--- src/rtl/pito_irq_router.sv ---
// pito_irq_router: routes interrupt events from NUM_SRC sources into per-hart FIFOs.
// Ports: src_valid_i/src_hart_i/src_data_i/src_ready_o = source handshake (one grant per cycle);
//        irq_en_i/irq_o/irq_data_o/irq_src_o/irq_ack_i = per-hart queue head and pop;
//        fifo_full_o = per-hart full flag; drop_cnt_o = saturating discarded-event count.
// Optional feature: define PITO_IRQ_BCAST_EN to push broadcast events into every hart queue;
// without it, broadcast events are accepted and counted as drops.
// Latency: irq_o rises one cycle after the transfer. src_ready_o is combinational.
module pito_irq_router #(
   parameter int NUM_HARTS  = 8,
   parameter int NUM_SRC    = 4,
   parameter int DATA_W     = 32,
   parameter int FIFO_DEPTH = 4
) (
   input  logic                                   clk,
   input  logic                                   rst,
   input  logic [NUM_SRC-1:0]                     src_valid_i,
   input  logic [NUM_SRC*($clog2(NUM_HARTS)+1)-1:0] src_hart_i,
   input  logic [NUM_SRC*DATA_W-1:0]              src_data_i,
   output logic [NUM_SRC-1:0]                     src_ready_o,
   input  logic [NUM_HARTS-1:0]                   irq_en_i,
   output logic [NUM_HARTS-1:0]                   irq_o,
   output logic [NUM_HARTS*DATA_W-1:0]            irq_data_o,
   output logic [NUM_HARTS*$clog2(NUM_SRC)-1:0]   irq_src_o,
   input  logic [NUM_HARTS-1:0]                   irq_ack_i,
   output logic [NUM_HARTS-1:0]                   fifo_full_o,
   output logic [15:0]                            drop_cnt_o
);
   localparam int HW = $clog2(NUM_HARTS);
   localparam int SW = $clog2(NUM_SRC);
   localparam int PW = $clog2(FIFO_DEPTH);
   localparam int CW = $clog2(FIFO_DEPTH + 1);
   localparam int EW = DATA_W + SW;
   localparam logic [HW:0]   HART_LIM = (HW+1)'(NUM_HARTS);
   localparam logic [CW-1:0] FULL_CNT = CW'(FIFO_DEPTH);

   logic [EW-1:0]        mem [NUM_HARTS][FIFO_DEPTH];
   logic [PW-1:0]        rd_ptr [NUM_HARTS];
   logic [PW-1:0]        wr_ptr [NUM_HARTS];
   logic [CW-1:0]        count [NUM_HARTS];
   logic [NUM_HARTS-1:0] full, nonempty, push, pop;
   logic [HW:0]          tgt [NUM_SRC];
   logic [NUM_SRC-1:0]   elig;
   logic                 gnt_any, gnt_drop;
   logic [SW-1:0]        gnt_idx, rr_ptr;
   logic [HW:0]          gnt_hart;
   logic [DATA_W-1:0]    gnt_data;
   logic [15:0]          drop_cnt;

   // Source index k steps after p, modulo NUM_SRC (NUM_SRC need not be a power of two).
   function automatic logic [SW-1:0] rr_next(input logic [SW-1:0] p, input int k);
      return SW'((int'(p) + k) % NUM_SRC);
   endfunction

   always_comb begin
      full     = '0;
      nonempty = '0;
      for (int h = 0; h < NUM_HARTS; h++) begin
         full[h]     = (count[h] == FULL_CNT);
         nonempty[h] = (count[h] != '0);
      end
   end

   // Eligibility uses registered occupancy only: a same-cycle pop never frees a slot early.
   always_comb begin
      elig = '0;
      for (int s = 0; s < NUM_SRC; s++) begin
         tgt[s] = src_hart_i[s*(HW+1) +: HW+1];
         if (tgt[s][HW]) begin
`ifdef PITO_IRQ_BCAST_EN
            elig[s] = src_valid_i[s] & ~(|full);
`else
            elig[s] = src_valid_i[s];
`endif
         end else if (tgt[s] >= HART_LIM) begin
            elig[s] = src_valid_i[s];
         end else begin
            elig[s] = src_valid_i[s] & ~full[tgt[s][HW-1:0]];
         end
      end
   end

   // Round-robin search starting one past the last granted source; no grant while in reset.
   always_comb begin
      gnt_any = 1'b0;
      gnt_idx = '0;
      for (int k = 1; k <= NUM_SRC; k++) begin
         if (!gnt_any && elig[rr_next(rr_ptr, k)]) begin
            gnt_any = 1'b1;
            gnt_idx = rr_next(rr_ptr, k);
         end
      end
      if (rst) gnt_any = 1'b0;
      src_ready_o = gnt_any ? (NUM_SRC'(1) << gnt_idx) : '0;
      gnt_hart    = tgt[gnt_idx];
      gnt_data    = src_data_i[gnt_idx*DATA_W +: DATA_W];
   end

   always_comb begin
      push     = '0;
      gnt_drop = 1'b0;
      if (gnt_any) begin
         if (gnt_hart[HW]) begin
`ifdef PITO_IRQ_BCAST_EN
            push = '1;
`else
            gnt_drop = 1'b1;
`endif
         end else if (gnt_hart >= HART_LIM) begin
            gnt_drop = 1'b1;
         end else begin
            push[gnt_hart[HW-1:0]] = 1'b1;
         end
      end
      pop = irq_ack_i & nonempty;
   end

   always_ff @(posedge clk or posedge rst) begin
      if (rst) begin
         rr_ptr   <= SW'(NUM_SRC - 1);
         drop_cnt <= '0;
         for (int h = 0; h < NUM_HARTS; h++) begin
            rd_ptr[h] <= '0;
            wr_ptr[h] <= '0;
            count[h]  <= '0;
         end
      end else begin
         if (gnt_any) rr_ptr <= gnt_idx;
         if (gnt_drop && drop_cnt != 16'hFFFF) drop_cnt <= drop_cnt + 16'd1;
         for (int h = 0; h < NUM_HARTS; h++) begin
            if (push[h]) wr_ptr[h] <= wr_ptr[h] + 1'b1;
            if (pop[h])  rd_ptr[h] <= rd_ptr[h] + 1'b1;
            case ({push[h], pop[h]})
               2'b10:   count[h] <= count[h] + CW'(1);
               2'b01:   count[h] <= count[h] - CW'(1);
               default: count[h] <= count[h];
            endcase
         end
      end
   end

   // Storage is not reset; outputs are masked to zero while a queue is empty.
   always_ff @(posedge clk) begin
      for (int h = 0; h < NUM_HARTS; h++) begin
         if (push[h]) mem[h][wr_ptr[h]] <= {gnt_data, gnt_idx};
      end
   end

   always_comb begin
      irq_o       = '0;
      fifo_full_o = '0;
      irq_data_o  = '0;
      irq_src_o   = '0;
      for (int h = 0; h < NUM_HARTS; h++) begin
         irq_o[h]       = nonempty[h] & irq_en_i[h];
         fifo_full_o[h] = full[h];
         if (nonempty[h])
            {irq_data_o[h*DATA_W +: DATA_W], irq_src_o[h*SW +: SW]} = mem[h][rd_ptr[h]];
      end
   end

   assign drop_cnt_o = drop_cnt;

endmodule

--- config.mk ---
export PLATFORM = sky130hd
export DESIGN_NAME = pito_irq_router
export DESIGN_NICKNAME = d
export VERILOG_FILES = /design/src/rtl/pito_irq_router.sv
export SDC_FILE = /design/constraint.sdc
export NUM_CORES = 1
export LEC_CHECK = 0
export CAP_MARGIN = 10
export CORE_UTILIZATION = 55
export DETAILED_ROUTE_END_ITERATION = 10
export HOLD_SLACK_MARGIN = 0.15
export MAX_ROUTING_LAYER = met4
export PLACE_DENSITY = 0.75
export SETUP_SLACK_MARGIN = 0.05
export SYNTH_ARGS = -nofsm -noshare
export SYNTH_HDL_FRONTEND = slang
export SYNTH_SLANG_ARGS = --single-unit
--- constraint.sdc ---
create_clock -name clk -period 11.5 [get_ports clk]
set_input_delay 3.45 -clock clk [delete_from_list [all_inputs] [get_ports clk]]
set_output_delay 3.45 -clock clk [all_outputs]
set_load 0.02 [all_outputs]
# After elaboration in Yosys (flattened, before gate mapping)
# Memory sizes are Yosys's and may differ from the RTL's.
# Index checks and enable logic that the tools add are counted.
[classes]
n_lt_le_gt_ge = 40
shift = 2
n_addsub = 37
muxes = 146
n_eq_ne = 25
n_reduce_logical = 39
bitwise_logic = 34
[ops]
columns = ["cell", "count"]
rows = [
  ["2-to-1 mux 136 bit", 22],
  ["OR reduction 136 bit", 7],
  ["2-to-1 mux 34 bit", 24],
  ["binary-select mux 34 bit (select 2 bit)", 8],
  ["demux 34 bit (select 2 bit)", 8],
  ["2-to-1 mux 32 bit", 8],
  ["indexed part select 128 x 8 -> 32 bit", 1],
  ["greater-or-equal comparator 3 bit, second input constant", 17],
  ["inverter 2 -> 3 bit", 17],
  ["case mux 3 bit (2 select lines)", 8],
  ["adder 2 x 1 -> 2 bit, second input constant", 18],
  ["2-to-1 mux 1 bit", 33],
  ["adder 3 x 1 -> 3 bit, second input constant", 8],
  ["equality test 3 bit, second input constant", 8],
  ["< comparator 3 x 1 -> 1 bit, second input constant", 8],
  ["2-to-1 mux 2 bit", 12],
  ["2-to-1 mux 8 bit", 3],
  ["nonzero test 3 bit", 8],
  ["subtractor 3 x 1 -> 3 bit, second input constant", 8],
  ["2-to-1 mux 3 bit", 7],
  ["greater-or-equal comparator 4 bit, second input constant", 5],
  ["< comparator 3 x 4 -> 1 bit, second input constant", 5],
  ["adder 16 x 1 -> 16 bit, second input constant", 1],
  ["equality test 2 x 1 -> 1 bit, second input constant", 8],
  ["17 further kinds", 71],
]
[totals]
out_inout_bits = 308
word_cells = 350
n_memories = 1
regBits = 74
input_bits = 166
mem_bits_rw = 1088
[mem_list]
columns = ["name", "words", "width", "read_ports", "rd_ports_with_merged_regs", "write_ports", "line", "source"]
rows = [
  ["mem", 8, 136, 8, 0, 1, "36", "logic [EW-1:0] mem [NUM_HARTS][FIFO_DEPTH];"],
]

# Logic depth before layout (Yosys ltp)
[depth]
ltp_word = 40
ltp_mapped = 19
depth_no_buf = 16

# Worst setup path before layout
# OpenSTA, ideal clock, no wires.
[synth_timing]
path_type = "input port to output port"
start = "in src_hart_i[4]"
end = "out src_ready_o[2]"
cell_stages = 12
arrival_ns = 6.263
required_time_ns = 8.050
path_buffers = 2
setup_slack_ns = 1.787
path_cell_list = "buf_6 > or4b_1 > a21oi_1 > a211oi_2 > o21ai_4 > nand2_1 > a31oi_1 > o311ai_4 > clkbuf_1 > inv_1 > nand2_1 > nor2_1"
[synth_between]
elab_chain_len = 20
elab_cells_between_ends = 32
classes_between = "1 x order compare; 1 x shift; 22 x mux; 2 x bitwise; 6 x reduce/logical"
[synth_lines]
columns = ["element", "line", "source"]
rows = [
  ["start: declaration", "17", "input logic [NUM_SRC*($clog2(NUM_HARTS)+1)-1:0] src_hart_i,"],
  ["binary-select mux 1 bit (select 3 bit)", "77", "elig[s] = src_valid_i[s] & ~full[tgt[s][HW-1:0]];"],
  ["2-to-1 mux 1 bit (implied by the code)", "77", ""],
  ["inverter 1 bit", "77", ""],
  ["bitwise AND 1 bit", "77", ""],
  ["2-to-1 mux 1 bit (*)", "74", "end else if (tgt[s] >= HART_LIM) begin"],
  ["2-to-1 mux 1 bit (*)", "68", "if (tgt[s][HW]) begin"],
  ["binary-select mux 1 bit (select 2 bit)", "87", "if (!gnt_any && elig[rr_next(rr_ptr, k)]) begin"],
  ["2-to-1 mux 1 bit (implied by the code)", "87", ""],
  ["[... 5 more ...]", "--", ""],
  ["logical AND 1 bit", "87", ""],
  ["2-to-1 mux 1 bit", "87", ""],
  ["zero test 1 bit", "87", ""],
  ["logical AND 1 bit", "87", ""],
  ["2-to-1 mux 2 bit (*)", "87", ""],
  ["via gnt_idx[1]", "44", "logic [SW-1:0] gnt_idx, rr_ptr;"],
  ["left shift 1 x 2 -> 4 bit (*)", "93", "src_ready_o = gnt_any ? (NUM_SRC'(1) << gnt_idx) : '0;"],
  ["2-to-1 mux 4 bit (*)", "93", ""],
  ["end: declaration", "19", "output logic [NUM_SRC-1:0] src_ready_o,"],
]
# The timed path passes the listed nets; every way through them passes the cells marked *. The select of a mux whose other input is x is not followed.

# Worst setup path in the final report
[layout_timing]
start = "in src_hart_i[0]"
end = "out src_ready_o[2]"
# Same word-level chain as after synthesis.

==> out/metrics.cfg <==
[die]
core-area_sq_mm = 0.0850
num_rows = 107
die_y_microns = 295
die-area_sq_mm = 0.0870
pin_count = 474
die-width_microns = 295
initial_core_util_pct = 55.5

[timing]
rsz0062_at_grt = false
finalSetupTns_ns = 0
tightestPinTransition_ns = 1.31
holdWs_ns = 0.484
skew_ns = 0.0531
finalHoldViolations = 0
drv_slew = 0
fmax_ghz = 0.0950
period_share_pct = 91.6
fin_crit_ns = 10.53
slew_headroom_pct = 12.6
setup-violations-final = 0

[synthesis]
synth-seq-cells = 1162
synth_edf_count = 1088
yosys.area_share.xor_xnor_pct = 1.17
synth_nets = 2598
ys.flop_type = edfxtp_1
synth_cells = 2383
syn_area_sq_mm = 0.0472
ys.warnings.count = 0
yosysSeqAreaShare_pct = 73.2
synth_top_area_share_pct = 69.3
synth.avg_cell_area_sq_um = 19.8
synth_mux_area_share_pct = 15.2
synthSimpleGateAreaFrac_pct = 6.30
synth_fa_ha_area_share_pct = 1.43
synth_top_cell_by_area = edfxtp_1
synth_compound_gate_area_share_pct = 1.29
synth_top_family_by_area = multiplexers
synthArstFlopShare_pct = 6.37
synthTopCellsByArea = edfxtp_1, mux4_2, dfrtp_1
synth_cell_types = 67

[pwr]
pwr-share-clk_pct = 22.5
p_leak_nw = 19.1
ir_worst_vdd_mv = 0.296
switching_share_pct = 36.0
seq_power_share_pct = 36.0
internal-power_w = 0.0103
p_total_w = 0.0161
pwr-share-comb_pct = 41.5
p_switching_w = 0.00581
cellPowerDensity_mw_per_mm2 = 281

[critical_path]
rr_startpoint = count[6]$_DFFE_PP0P_
r2r-end = mem[0][101]$_DFFE_PP_
worst_setup_path_end_kind = output pin
crit_start = src_hart_i[0]
critPathKind = primary input to output pin
rrSetupSlack_ns = 5.19
cp_top_family = buffers and inverters
worstPathRequired_ns = 8.05
max_stage_delay_ns = 0.68
worstPathArrival_ns = 7.08
crit_path_top_delay_cell = clkdlybuf4s50_1
startpoint_type = primary input
cp_max_fo = 10
r2r_cells = 12
path_cells = clkdlybuf4s50_1 -> nor4b_2 -> a2111oi_0 -> or3_4 -> o21ai_1 -> nand2_1 -> a31oi_1 -> o311ai_4 -> inv_2 -> nand2_1 -> nor2_1 -> clkdlybuf4s50_1
cp_num_buf_inv = 3

[global_routing]
grt_pass1_wl_microns = 180000
grt_max_degree = 72
grt_overflow = 0
antenna_found_initial = 7
grt_usage_pct = 30.4
grt_pass1_vias = 25500

[layout]
areaGrowthSynthToFinish_pct = 21.9
nNetsFinal = 3142
drive_gt1_share_pct = 21.1
stdcell_count = 4169
fin_util_pct = 67.7

[clock_network]
root_buffer = clkbuf_16
cts.repair.resized = 0
clock_sinks = 1162
insertion_delay_ns = 0.70
clkSlewWorstSetupHoldPaths_ns = 0.06
post-cts-setup-buffers = 0
cts_tree = yes
cts_buffer_depth = 3
cts_buffers = 111
cts_hold_buf = 0
htreeDepth = 3

[placed_design]
dpl.cell_count = 3958
hpwl_microns = 76200
globalplace.congestion = 0.935
numPortBuffers = 473

[drt]
antenna_left = 0
via_count = 25000
drc = 4
wire_per_inst_microns = 30.3
post_drt_via_cell_ratio = 6.00
first_pass_iters = 8
dr.first_iter.drc_count = 2338
routed_wirelength_microns = 126000

[worst_hold_path]
whs_endpoint = rd_ptr[7]$_DFFE_PP0P_
hp-start = rd_ptr[7]$_DFFE_PP0P_
hold_path_class = flop to flop
whs_path_depth = 1

[outcome]
status = complete, but fails checks
violations = DRC

[run]
drv_cap = 0

## per-layer routing
metal	vias to the layer above	global-route usage, %	routed length (microns)
met2	1123	48.9	64100
met4	0	8.45	3400
met5	-	-	0
li1	10500	-	-
met3	177	4.64	9040
met1	13200	40.9	49800
## flip-flops by register name, summed over array words and instances, names as in the netlist
register	cells
rr_ptr	2
rd_ptr	16
count	24
wr_ptr	16
mem	1088
drop_cnt_o	16
## cells in the mapped netlist (all sizes together), types with 2 or more instances
cell type  number
edfxtp       1088
nor2b         288
mux4          272
clkbuf         82
dfrtp          72
inv            62
nor2           53
mux2i          48
mux2           43
ha             41
xor2           38
nand2          36
a21oi          34
and2           33
buf            33
xnor2          25
nor3           24
nor4b          12
o21ai          11
and3            8
fa              8
a2111oi         7
o211ai          7
a211oi          5
nand4           5
a21boi          4
nand3           4
nor3b           4
nor4bb          4
o21a            4
or3             4
o211a           3
o22ai           3
dfstp           2
nand3b          2
or3b            2
## kinds of logic (layout without fill, tap and decap cells)
family | Yosys count | count (layout)
simple gates | 483 | 483
buf+inv | 177 | 816
mux | 363 | 363
flops | 1162 | 1162
other cells | 0 | 3
fa+ha+maj | 49 | 49
xor+xnor | 63 | 63
compound gates | 86 | 86
## final cells by class
class | count | area [sq um]
Multi-Input combinational cell | 1044 | 12400
Clock buffer | 146 | 2980
Timing Repair Buffer | 546 | 5280
Sequential cell | 1162 | 34500
Fill cell | 5371 | 27500
Tap cell | 1144 | 1430
Inverter | 62 | 235
Antenna cell | 3 | 7.51
Clock inverter | 62 | 676
## power groups by stage
stage	Clock (W)	Sequential, W	Combinational [W]
after floorplan	0	0.00571	0.00369
after global placement	0	0.00587	0.00659
after detailed placement	0	0.00589	0.00671
after CTS	0.00367	0.00581	0.00676
after global routing	0.00383	0.00584	0.00703
final	0.00364	0.00581	0.00670
## stage by stage
stage / cell area (sq um) / setup WS [ns]
after floorplan: 47200 / 1.79
after global placement: 53900 / 1.04
after detailed placement: 53900 / 1.04
after CTS: 57500 / 1.03
after global routing: 57500 / 0.791
final: 57500 / 0.971
## how the worst max path moves through the flow
stage                endpoint  cells past startpoint  slack [ns]
2_1_floorplan  src_ready_o[2]                     12        1.79
5_1_grt        src_ready_o[2]                     12        0.79
3_3_place_gp   src_ready_o[2]                     12        1.04
3_5_place_dp   src_ready_o[2]                     12        1.04
4_1_cts        src_ready_o[2]                     12        1.03
6_report       src_ready_o[2]                     12        0.97
## cells in the final DEF, fill, tap and decap left out, drive strengths merged, types with 11 or more instances in the layout
cell type	instances
nor2	53
nor2b	288
buf	73
clkdlybuf4s50	473
bufinv	11
xnor2	25
clkbuf	146
clkinv	46
nor3	24
mux4	272
edfxtp	1088
nand2	36
inv	66
xor2	38
o21ai	11
mux2i	48
mux2	43
ha	41
dfrtp	72
nor4b	12
a21oi	34
and2	33
No activity file was read; power rests on OpenSTA's default activity.
